**src/rtl/wsa_adc_interface.sv**
```systemverilog
// ---------------------------------------------------------------------------
// wsa_adc_interface
//
// Receive-side front end between the two 12-bit ADC channels and DDC
// channel 0.  Each ADC sample is widened to 16 bits and registered.  Its DC
// offset is then removed, using either a fixed offset or a closed-loop
// accumulator that tracks the mean.  The corrected samples are routed onto
// the DDC I/Q inputs through a registered mux.  A per-ADC level (RSSI)
// estimate and an over-range counter run alongside the datapath.  The
// serial-bus setting registers (RX mux, ADC offsets, DC-loop enable) live
// inside this block.
//
// Ports
//   clock          sole clock, rising edge
//   reset          synchronous, active-high, clears every register
//   enable         datapath/RSSI registers advance only when high
//   serial_addr    setting-register address
//   serial_data    setting-register write data
//   serial_strobe  one-cycle write strobe
//   rx_a_a         ADC0 sample, 12-bit two's complement
//   rx_b_a         ADC1 sample, 12-bit two's complement
//   rssi_0         ADC0 level report {over_count[15:0], level[15:0]}
//   rssi_1         ADC1 level report, same format
//   ddc0_in_i      selected I sample to the DDC
//   ddc0_in_q      selected Q sample to the DDC
//   rx_numchan     RX mux register bits [3:0]
// ---------------------------------------------------------------------------
module wsa_adc_interface #(
  parameter int RX_MUX_ADDR       = 38,
  parameter int ADC_OFFSET_0_ADDR = 46,
  parameter int ADC_OFFSET_1_ADDR = 47,
  parameter int DCOFF_EN_ADDR     = 55
) (
  input  logic        clock,
  input  logic        reset,
  input  logic        enable,
  input  logic [6:0]  serial_addr,
  input  logic [31:0] serial_data,
  input  logic        serial_strobe,
  input  logic [11:0] rx_a_a,
  input  logic [11:0] rx_b_a,
  output logic [31:0] rssi_0,
  output logic [31:0] rssi_1,
  output logic [15:0] ddc0_in_i,
  output logic [15:0] ddc0_in_q,
  output logic [3:0]  rx_numchan
);

  // -------------------------------------------------------------------------
  // Shared setting registers: RX mux and DC-loop enable.
  // The ADC offsets are per channel and live inside the channel blocks.
  // -------------------------------------------------------------------------
  logic [7:0] rx_mux_d, rx_mux_q;
  logic [1:0] dcoff_en_d, dcoff_en_q;

  logic wr_rx_mux;
  logic wr_dcoff_en;

  // Only the low half of the write data carries information for this block.
  logic unused_serial_bits;
  assign unused_serial_bits = ^serial_data[31:16];

  assign wr_rx_mux   = serial_strobe && (serial_addr == 7'(RX_MUX_ADDR));
  assign wr_dcoff_en = serial_strobe && (serial_addr == 7'(DCOFF_EN_ADDR));

  always_comb begin
    rx_mux_d   = rx_mux_q;
    dcoff_en_d = dcoff_en_q;
    if (wr_rx_mux) begin
      rx_mux_d = serial_data[7:0];
    end
    if (wr_dcoff_en) begin
      dcoff_en_d = serial_data[1:0];
    end
  end

  always_ff @(posedge clock) begin
    if (reset) begin
      rx_mux_q   <= '0;
      dcoff_en_q <= '0;
    end else begin
      rx_mux_q   <= rx_mux_d;
      dcoff_en_q <= dcoff_en_d;
    end
  end

  // Corrected samples and level reports gathered from both channels.
  logic [1:0][15:0] corr_all;
  logic [1:0][31:0] rssi_all;

  // -------------------------------------------------------------------------
  // Per-channel datapath: widen, offset removal, level measurement.
  // -------------------------------------------------------------------------
  for (genvar n = 0; n < 2; n++) begin : g_ch
    localparam int OFF_ADDR = (n == 0) ? ADC_OFFSET_0_ADDR : ADC_OFFSET_1_ADDR;

    logic [11:0] raw;
    logic        wr_offset;

    logic [15:0] offset_d, offset_q;
    logic [15:0] adc_w_d, adc_w_q;
    logic [15:0] corr_d, corr_q;
    logic [31:0] acc_d, acc_q;
    logic [25:0] levacc_d, levacc_q;
    logic [15:0] over_d, over_q;

    logic [15:0] ref_val;
    logic [16:0] diff;
    logic [15:0] sat;
    logic [11:0] neg_raw;
    logic [10:0] abs_val;
    logic        over_range;

    assign raw       = (n == 0) ? rx_a_a : rx_b_a;
    assign wr_offset = serial_strobe && (serial_addr == 7'(OFF_ADDR));

    always_comb begin
      offset_d   = offset_q;
      adc_w_d    = adc_w_q;
      corr_d     = corr_q;
      acc_d      = acc_q;
      levacc_d   = levacc_q;
      over_d     = over_q;
      ref_val    = offset_q;
      diff       = '0;
      sat        = '0;
      neg_raw    = '0;
      abs_val    = '0;
      over_range = 1'b0;

      if (wr_offset) begin
        offset_d = serial_data[15:0];
      end

      // Stage 2 subtracts either the fixed offset or the tracked mean held
      // in the top half of the accumulator.  The difference is taken at
      // 17 bits and clamped back into the signed 16-bit range.
      ref_val = dcoff_en_q[n] ? acc_q[31:16] : offset_q;
      diff    = {adc_w_q[15], adc_w_q} - {ref_val[15], ref_val};
      if (diff[16] != diff[15]) begin
        sat = diff[16] ? 16'h8000 : 16'h7FFF;
      end else begin
        sat = diff[15:0];
      end

      // Level estimate uses the magnitude of the raw 12-bit sample; the
      // most negative code has no positive twin, so it folds to 2047.
      neg_raw = ~raw + 12'd1;
      if (raw == 12'h800) begin
        abs_val = 11'h7FF;
      end else if (raw[11]) begin
        abs_val = neg_raw[10:0];
      end else begin
        abs_val = raw[10:0];
      end
      over_range = (raw == 12'h7FF) || (raw == 12'h800);

      if (enable) begin
        adc_w_d  = {raw[11], raw, 3'b000};
        corr_d   = sat;
        levacc_d = levacc_q + 26'(abs_val) - 26'(levacc_q[25:10]);
        if (over_range && (over_q != 16'hFFFF)) begin
          over_d = over_q + 16'd1;
        end
      end

      // A fresh fixed offset also seeds the loop accumulator so that a
      // later switch to closed-loop starts from the programmed estimate.
      if (wr_offset) begin
        acc_d = {serial_data[15:0], 16'h0000};
      end else if (enable && dcoff_en_q[n]) begin
        acc_d = acc_q + {{16{sat[15]}}, sat};
      end
    end

    always_ff @(posedge clock) begin
      if (reset) begin
        offset_q <= '0;
        adc_w_q  <= '0;
        corr_q   <= '0;
        acc_q    <= '0;
        levacc_q <= '0;
        over_q   <= '0;
      end else begin
        offset_q <= offset_d;
        adc_w_q  <= adc_w_d;
        corr_q   <= corr_d;
        acc_q    <= acc_d;
        levacc_q <= levacc_d;
        over_q   <= over_d;
      end
    end

    assign corr_all[n] = corr_q;
    assign rssi_all[n] = {over_q, levacc_q[25:10]};
  end

  // -------------------------------------------------------------------------
  // Stage 3: route corrected samples onto the DDC I/Q inputs.
  // Source codes 2 and 3 feed zeros.
  // -------------------------------------------------------------------------
  function automatic logic [15:0] pick_source(input logic [1:0]       code,
                                              input logic [1:0][15:0] src);
    logic [15:0] result;
    case (code)
      2'd0:    result = src[0];
      2'd1:    result = src[1];
      default: result = 16'h0000;
    endcase
    return result;
  endfunction

  logic [15:0] ddc_i_d, ddc_i_q;
  logic [15:0] ddc_q_d, ddc_q_q;

  always_comb begin
    ddc_i_d = ddc_i_q;
    ddc_q_d = ddc_q_q;
    if (enable) begin
      ddc_i_d = pick_source(rx_mux_q[5:4], corr_all);
      ddc_q_d = pick_source(rx_mux_q[7:6], corr_all);
    end
  end

  always_ff @(posedge clock) begin
    if (reset) begin
      ddc_i_q <= '0;
      ddc_q_q <= '0;
    end else begin
      ddc_i_q <= ddc_i_d;
      ddc_q_q <= ddc_q_d;
    end
  end

  assign ddc0_in_i  = ddc_i_q;
  assign ddc0_in_q  = ddc_q_q;
  assign rx_numchan = rx_mux_q[3:0];
  assign rssi_0     = rssi_all[0];
  assign rssi_1     = rssi_all[1];

endmodule

```
**config.mk**
```make
export PLATFORM = sky130hd
export DESIGN_NAME = wsa_adc_interface
export DESIGN_NICKNAME = d
export VERILOG_FILES = /design/src/rtl/wsa_adc_interface.sv
export SDC_FILE = /design/constraint.sdc
export NUM_CORES = 1
export LEC_CHECK = 0
export ABC_AREA = 1
export CAP_MARGIN = 20
export CORE_ASPECT_RATIO = 1.4
export CORE_MARGIN = 4
export CORE_UTILIZATION = 55
export CTS_CLUSTER_SIZE = 25
export DETAILED_ROUTE_END_ITERATION = 12
export PLACE_DENSITY = 0.75
export SLEW_MARGIN = 0
export SYNTH_ARGS = -nofsm -noshare
export SYNTH_HDL_FRONTEND = slang
export SYNTH_SLANG_ARGS = --single-unit
```
**constraint.sdc**
```tcl
create_clock -name clock -period 5.27 [get_ports clock]
set_clock_uncertainty 0.05 [all_clocks]
set_input_delay 0.527 -clock clock [delete_from_list [all_inputs] [get_ports clock]]
set_output_delay 0.527 -clock clock [all_outputs]
set_load 0.05 [all_outputs]
```
---- Word level (Yosys, flattened, before mapping) ----
Index checks and enable logic that the tools add are counted.
operators by class
  add/sub/neg operators ................... 12
  multiply operators ...................... 0
  shift operators ......................... 0
  bitwise logic cells ..................... 2
  $lt $le $gt $ge ......................... 0
  eq/ne operators ......................... 14
  multiplexer cells ....................... 16
  div/mod/pow operators ................... 0
  reduce and logical (&&, ||, !) cells .... 18
operator list
  kind                                                               number
  32-bit 2-to-1 mux                                                  4
  16-bit 2-to-1 mux                                                  6
  32-bit adder                                                       2
  16-bit case mux with 2 select lines                                2
  26-bit by 11-bit adder with 26-bit output                          2
  26-bit by 16-bit subtractor with 26-bit output                     2
  11-bit 2-to-1 mux                                                  4
  15-bit by 16-bit subtractor with 17-bit output                     2
  16-bit by 1-bit adder with 16-bit output, second input constant    2
  16-bit != test, second input constant                              2
  7-bit by 6-bit == test with 1-bit output, second input constant    4
  12-bit by 11-bit == test with 1-bit output, second input constant  2
  12-bit == test, second input constant                              2
  11-bit by 1-bit adder with 11-bit output, second input constant    2
  11-bit NOT                                                         2
  1-bit logical AND                                                  8
  2-bit by 1-bit == test with 1-bit output, second input constant    2
  2-bit logical NOT                                                  2
  2-bit AND reduction                                                2
  2-bit nonzero test                                                 2
  2-bit OR reduction                                                 2
  1-bit logical OR                                                   2
  1-bit != test                                                      2
storage, ports and cells
  output and inout bits ................... 100
  memories kept ........................... 0
  input port bits ......................... 67
  bits in registers ....................... 278
  bits in writable memories ............... 0
  latch bits .............................. 0
  memory bits (read-only) ................. 0

---- Longest topological paths before layout ----
  depth after elaboration ................. 7
  mapped depth ............................ 33
  gate-level depth less buffers ........... 31

---- Worst setup path after synthesis ----
No wires, ideal clock.
  path type ............................... reg-to-reg
  from .................................... register dcoff_en_q[1]
  to ...................................... register g_ch[1].acc_q[21]
  path slack .............................. 0.511 ns
  library setup time ...................... 0.132 ns
  buffers on the path ..................... 4
  data arrival time ....................... 4.576 ns
  stages on the path, launching flop included .. 32
  cell sequence ........................... dfxtp_1 clkbuf_1 clkbuf_1 nand2_1 o21ai_0 ha_1 a21o_1 inv_1 o21ai_0 a21oi_1 o21ai_0 a21oi_1 xor2_1 inv_1 ha_1 clkbuf_1 nand2_1 buf_4 nand2_1 inv_1 ha_1 a21oi_1 nand2_1 nand3_1 nand2_1 nand3_1 nand2_1 nand2_1 nand2_1 or2_2 nand3_1 a21oi_1
on the way
  cells in the longest elaborated chain, start to end .. 7
  elaborated cells on any way between the ends .. 10
RTL lines
  what                                                       line      text
  start, declared                                            54        logic [1:0] dcoff_en_d, dcoff_en_q;
  start signal, assigned                                     83        dcoff_en_q <= dcoff_en_d;
  16-bit 2-to-1 mux (*)                                      138       ref_val = dcoff_en_q[n] ? acc_q[31:16] : offset_q;
  15-bit by 16-bit subtractor with 17-bit output (*)         139       diff = {adc_w_q[15], adc_w_q} - {ref_val[15], ref_val};
  16-bit 2-to-1 mux / 1-bit != test (equally long branches)  141, 140
  16-bit 2-to-1 mux (*)                                      140       if (diff[16] != diff[15]) begin
  net g_ch[1].sat[2]                                         109       logic [15:0] sat;
  32-bit adder (*)                                           172       acc_d = acc_q + {{16{sat[15]}}, sat};
  32-bit 2-to-1 mux (*)                                      171       end else if (enable && dcoff_en_q[n]) begin
  32-bit 2-to-1 mux (*)                                      169       if (wr_offset) begin
  end signal, assigned                                       181       acc_q <= '0;
  end signal, assigned                                       188       acc_q <= acc_d;
  end, declared                                              103       logic [31:0] acc_d, acc_q;
The timed path passes the listed nets; every way through them passes the cells marked *. The select of a mux whose other input is x is not followed.
A chain may end at the register's enable or synchronous reset.

---- Worst setup path after layout ----
  from .................................... register dcoff_en_q[1]
  to ...................................... register g_ch[1].acc_q[28]
The elaborated chain is that of the path after synthesis.

==> summary by stage <==
Outcome
The run finished with clean final reports.

Synth
The primary flip-flop cell chosen by synthesis mapping is sky130_fd_sc_hd__dfxtp_1. The number of nets produced by synthesis is roughly 3600. In this run, distinct cell masters in the synthesized netlist total 46. The sequential share of the synthesized area is 25.8%. The number of warning messages in the yosys log is 0. The cell count after synthesis came out at 3348. Averaged over all synthesized cells, the footprint is 6.44 um2.

In this run the cell area of the synthesized design comes to 21500 um2. Yosys mapped a number of flops with a built-in enable equal to 0. In the synthesized netlist the async set-or-reset flop fraction comes to 0%. The register bit count reported by yosys is approximately 280.

Critical path
The worst register-to-register path ends at g_ch[1].acc_q[28]$_SDFFE_PP0P_. The category of the critical setup timing path is register to register. The worst register-to-register path begins at dcoff_en_q[1]$_SDFFE_PP0P_.

The number of cells on the worst reg-to-reg path is 27. The most critical setup path has its endpoint at g_ch[1].acc_q[28]$_SDFFE_PP0P_. The reg2reg setup slack is 0.41 ns. The required time reported for the critical path endpoint is approximately 5.7 ns. The worst path arrival time is 5.32 ns. The largest fanout on the critical path is 34.

The startpoint of the most critical setup path is dcoff_en_q[1]$_SDFFE_PP0P_. STA classifies the critical path endpoint as a register. The critical path launch point type is a register.

Global routing
The number of antenna violations at the first check in global routing is 0. met2 is the most crowded layer. Global routing consumed, on the met3 layer, 2.75% of the routing resources. For this run, the total global-route usage over all layers was measured as 29.6%.

Entering global routing, the biggest net connects 119 pins. The via count of the first global-routing pass is 21200. The met2 usage is a little over half. The total global routing overflow is 0. For met1 alone, demand over resource in global routing was 33.4%. The first global-routing pass estimated 105000 um of wire.

Clock tree
The root cell of the clock tree is sky130_fd_sc_hd__clkbuf_16. The clock latency at the later pin of the worst-skew pair is 0.58 ns. The number of clock sinks seen by CTS is 278. The clock buffer count from CTS is 30. The longest clock path from root to sink contains 3 buffers. TritonCTS built the clock tree. The total number of H-tree levels is 1. The clock-pin slew on the worst setup and hold paths is 0.07 ns.

Placement
The routability congestion estimate is 0.961. The worst slack at placement is 0.220 ns. The wire-length estimate of the detail-placed layout is between 50000 and 60000 um. The count of buffers added on input and output ports is 150. The placed cell count is 3953.

STA
The worst path uses 92.2% of the clock period. Counting I/O delays and the setup requirement, the final critical path takes 4.86 ns. The count of final hold-check violations was 0.

For this run, the top clock speed supported by timing is roughly 0.21 GHz. The total count of max-transition violations in the final report is 0. The final-report setup violation count is 0. The final total negative setup slack is 0 ns. The measured slew at the worst slew-check pin is 1.06 ns. The minimum setup slack in the final design is 0.410 ns. Measured against its own limit, the worst slew margin works out to 29.3%.

Route
The first-pass iteration count of the detailed router is 5. For this block, the routed nets add up to 65900 um of wire. The number of vias after detailed routing is between 20000 and 25000.

In this run the remaining antenna-violating nets after routing total 0. The first routing iteration left between 1000 and 1500 violations. Dividing the detail-routed via count by the number of cells gives 5.56. For this run, design rule violations remaining after detail routing come to 0. Dividing the detail-routed wire length by the instance count gives 16.4 um.

Power
Dividing total power by cell area gives a power density of 472 nW/um2. For this design the static power due to leakage is between 10 and 15 nW. The worst supply voltage drop on vdd is 0.000248 V. Summing internal, switching and leakage power gives 11.7 mW.

Layout
The total number of nets in the final design is 3719. For this run, the number of standard cells in the final layout without fillers is 4010. The count of inserted antenna diode cells is 0. Counting the fill cells in the layout gives 3623. At the end of the flow the core is filled with cells to 64.1%. The fraction of layout cells with a size suffix above 1 is 5.13%.

From synthesis to final layout, the design area changed by 14.8%.

Die
The count of boundary I/O pins is 167. The die width is 175 um. The area of the die is 42400 um2. The number of standard-cell rows in the floorplan is 85. In this run the standard cell core region covers ~39000 um2. The die is 242 um tall.

For this configuration, the core starts out at a cell density of 55.8%.

Flow run
The max-cap violation count is 0.

Min path
The path class of the tightest hold or removal check is input pin to register.
## cells in the final DEF (no fill, tap or decap), drive strengths merged, types with 20 or more instances in the layout
cell and count:
nor3 69, a21oi 364, nor2 299, ha 164
buf 69, nand2 660, xnor2 20, clkbuf 42
nand4 33, clkdlybuf4s50 148, dfxtp 278, inv 551
a21o 22, fa 24, xor2 79, o221ai 33
o21ai 330, nand3 172
## how the worst min path moves through the flow
stage | depth (start not counted) | start | slack [ns] | end
3_3_place_gp | 2 | g_ch[0].offset_q[14]$_SDFFE_PP0P_ | 0.40 | g_ch[0].offset_q[14]$_SDFFE_PP0P_
6_report | 2 | enable | 0.31 | g_ch[0].levacc_q[1]$_SDFFE_PP0P_
5_1_grt | 2 | enable | 0.30 | g_ch[0].levacc_q[1]$_SDFFE_PP0P_
4_1_cts | 2 | enable | 0.28 | g_ch[0].levacc_q[1]$_SDFFE_PP0P_
3_5_place_dp | 2 | g_ch[0].offset_q[12]$_SDFFE_PP0P_ | 0.40 | g_ch[0].offset_q[12]$_SDFFE_PP0P_
2_1_floorplan | 2 | g_ch[1].offset_q[3]$_SDFFE_PP0P_ | 0.39 | g_ch[1].offset_q[3]$_SDFFE_PP0P_
## layer usage
layer	routed length, um	part of all wire, %
met1	25700	39
met2	33000	50
met3	2910	4.4
met4	4220	6.4
met5	0	0
## kinds of logic after synthesis
group / count (synthesis) / synth area share, %
adders and majority gates: 188 / 11.8
DFF: 278 / 25.8
buffers and inverters: 687 / 12.8
AOI/OAI and AO/OA: 821 / 20.7
and+or+nand+nor: 1275 / 24.9
xor gates and xnor gates: 99 / 4.02
## critical path: stages (launching register included)
cell and delay (ns):
sky130_fd_sc_hd__dfxtp_1 0.35, sky130_fd_sc_hd__buf_12 0.18, sky130_fd_sc_hd__o21ai_0 0.10, sky130_fd_sc_hd__buf_4 0.15
sky130_fd_sc_hd__ha_1 0.36, sky130_fd_sc_hd__a21oi_2 0.22, sky130_fd_sc_hd__o21ai_0 0.12, sky130_fd_sc_hd__a21oi_1 0.13
sky130_fd_sc_hd__o21ai_1 0.12, sky130_fd_sc_hd__a21oi_1 0.18, sky130_fd_sc_hd__xor2_1 0.21, sky130_fd_sc_hd__inv_1 0.10
sky130_fd_sc_hd__ha_4 0.29, sky130_fd_sc_hd__nand2_1 0.10, sky130_fd_sc_hd__buf_4 0.20, sky130_fd_sc_hd__o21ai_0 0.12
sky130_fd_sc_hd__inv_1 0.13, sky130_fd_sc_hd__fa_1 0.44, sky130_fd_sc_hd__nand2_1 0.08, sky130_fd_sc_hd__nand2_1 0.05
sky130_fd_sc_hd__o21ai_1 0.18, sky130_fd_sc_hd__o211ai_1 0.21, sky130_fd_sc_hd__buf_4 0.18, sky130_fd_sc_hd__nand2_1 0.09
sky130_fd_sc_hd__nand2_1 0.06, sky130_fd_sc_hd__nand2_1 0.06, sky130_fd_sc_hd__nand3_1 0.13, sky130_fd_sc_hd__a21oi_1 0.17
## sequential cells by signal (all words and copies together), names as in the netlist
signal         count
g_ch.levacc_q     52
g_ch.offset_q     32
g_ch.acc_q        64
g_ch.adc_w_q      24
g_ch.corr_q       32
g_ch.over_q       32
rx_mux_q           8
ddc0_in_i         16
dcoff_en_q         2
ddc0_in_q         16
## power breakdown
part           internal [mW]  switching, mW  leakage, nW
Combinational           2.37           4.37         8.90
Sequential              2.33          0.237         2.27
Clock                   1.46          0.913        0.546
Total                   6.16           5.52         11.7
## cells in the mapped netlist, types with 2 or more instances
master                     instances  area, um2
sky130_fd_sc_hd__nor2_1          296       1110
sky130_fd_sc_hd__buf_1             2       7.51
sky130_fd_sc_hd__clkinv_1          4       15.0
sky130_fd_sc_hd__nand3_2           3       30.0
sky130_fd_sc_hd__nand4_1          33        206
sky130_fd_sc_hd__o21bai_1         14        105
sky130_fd_sc_hd__nor2_2            3       18.8
sky130_fd_sc_hd__nand3_1         169        846
sky130_fd_sc_hd__a21o_1           22        165
sky130_fd_sc_hd__or2_2            11       68.8
sky130_fd_sc_hd__inv_2             5       18.8
sky130_fd_sc_hd__a21boi_0          2       15.0
sky130_fd_sc_hd__a31oi_1          14       87.6
sky130_fd_sc_hd__xor2_1           79        692
sky130_fd_sc_hd__a21oi_1         364       1820
sky130_fd_sc_hd__nor3_2            3       30.0
sky130_fd_sc_hd__ha_1            164       2050
sky130_fd_sc_hd__nand2_4           2       22.5
sky130_fd_sc_hd__nor4_1           19        119
sky130_fd_sc_hd__nand2_2           6       37.5
sky130_fd_sc_hd__a31o_2            5       43.8
sky130_fd_sc_hd__o21ai_0         321       1610
sky130_fd_sc_hd__dfxtp_1         278       5570
sky130_fd_sc_hd__nand2_1         652       2450
sky130_fd_sc_hd__o211ai_1         19        143
sky130_fd_sc_hd__clkbuf_1         82        308
sky130_fd_sc_hd__a211oi_1          3       22.5
sky130_fd_sc_hd__o22ai_1           4       25.0
sky130_fd_sc_hd__nand3b_1         11       82.6
sky130_fd_sc_hd__buf_6             3       33.8
sky130_fd_sc_hd__buf_4            38        285
sky130_fd_sc_hd__o21ai_1           7       35.0
sky130_fd_sc_hd__nor3_1           66        330
sky130_fd_sc_hd__o31ai_1           3       22.5
sky130_fd_sc_hd__xnor2_1          20        175
sky130_fd_sc_hd__o21a_1            5       37.5
sky130_fd_sc_hd__o221ai_1         33        289
sky130_fd_sc_hd__buf_2             8       40.0
sky130_fd_sc_hd__fa_1             24        480
sky130_fd_sc_hd__inv_1           545       2050
## final cells by class
| type | count | area [um2] | share of cell area (%) |
|---|---|---|---|
| multi-input combinational | 2383 | 13300 | 53.8 |
| sequential | 278 | 5570 | 22.5 |
| inverter | 554 | 2080 | 8.41 |
| timing repair buffer | 217 | 2020 | 8.15 |
| clock buffer | 42 | 887 | 3.59 |
| tap | 522 | 653 | 2.64 |
| clock inverter | 14 | 229 | 0.926 |
## per-stage QoR
stage	area (um2)	hold slack (ns)
2_1_floorplan	21500	0.387
3_3_place_gp	23500	0.396
3_5_place_dp	23500	0.400
4_1_cts	24600	0.275
5_1_grt	24700	0.297
6_report	24700	0.312
## what timing repair did
action	4_1_cts	5_1_grt
endpoints found under the setup margin	0	39
hold buffers	0	0
gates resized for setup	0	21
setup buffers	0	1
(Power assumes the default switching activity.)
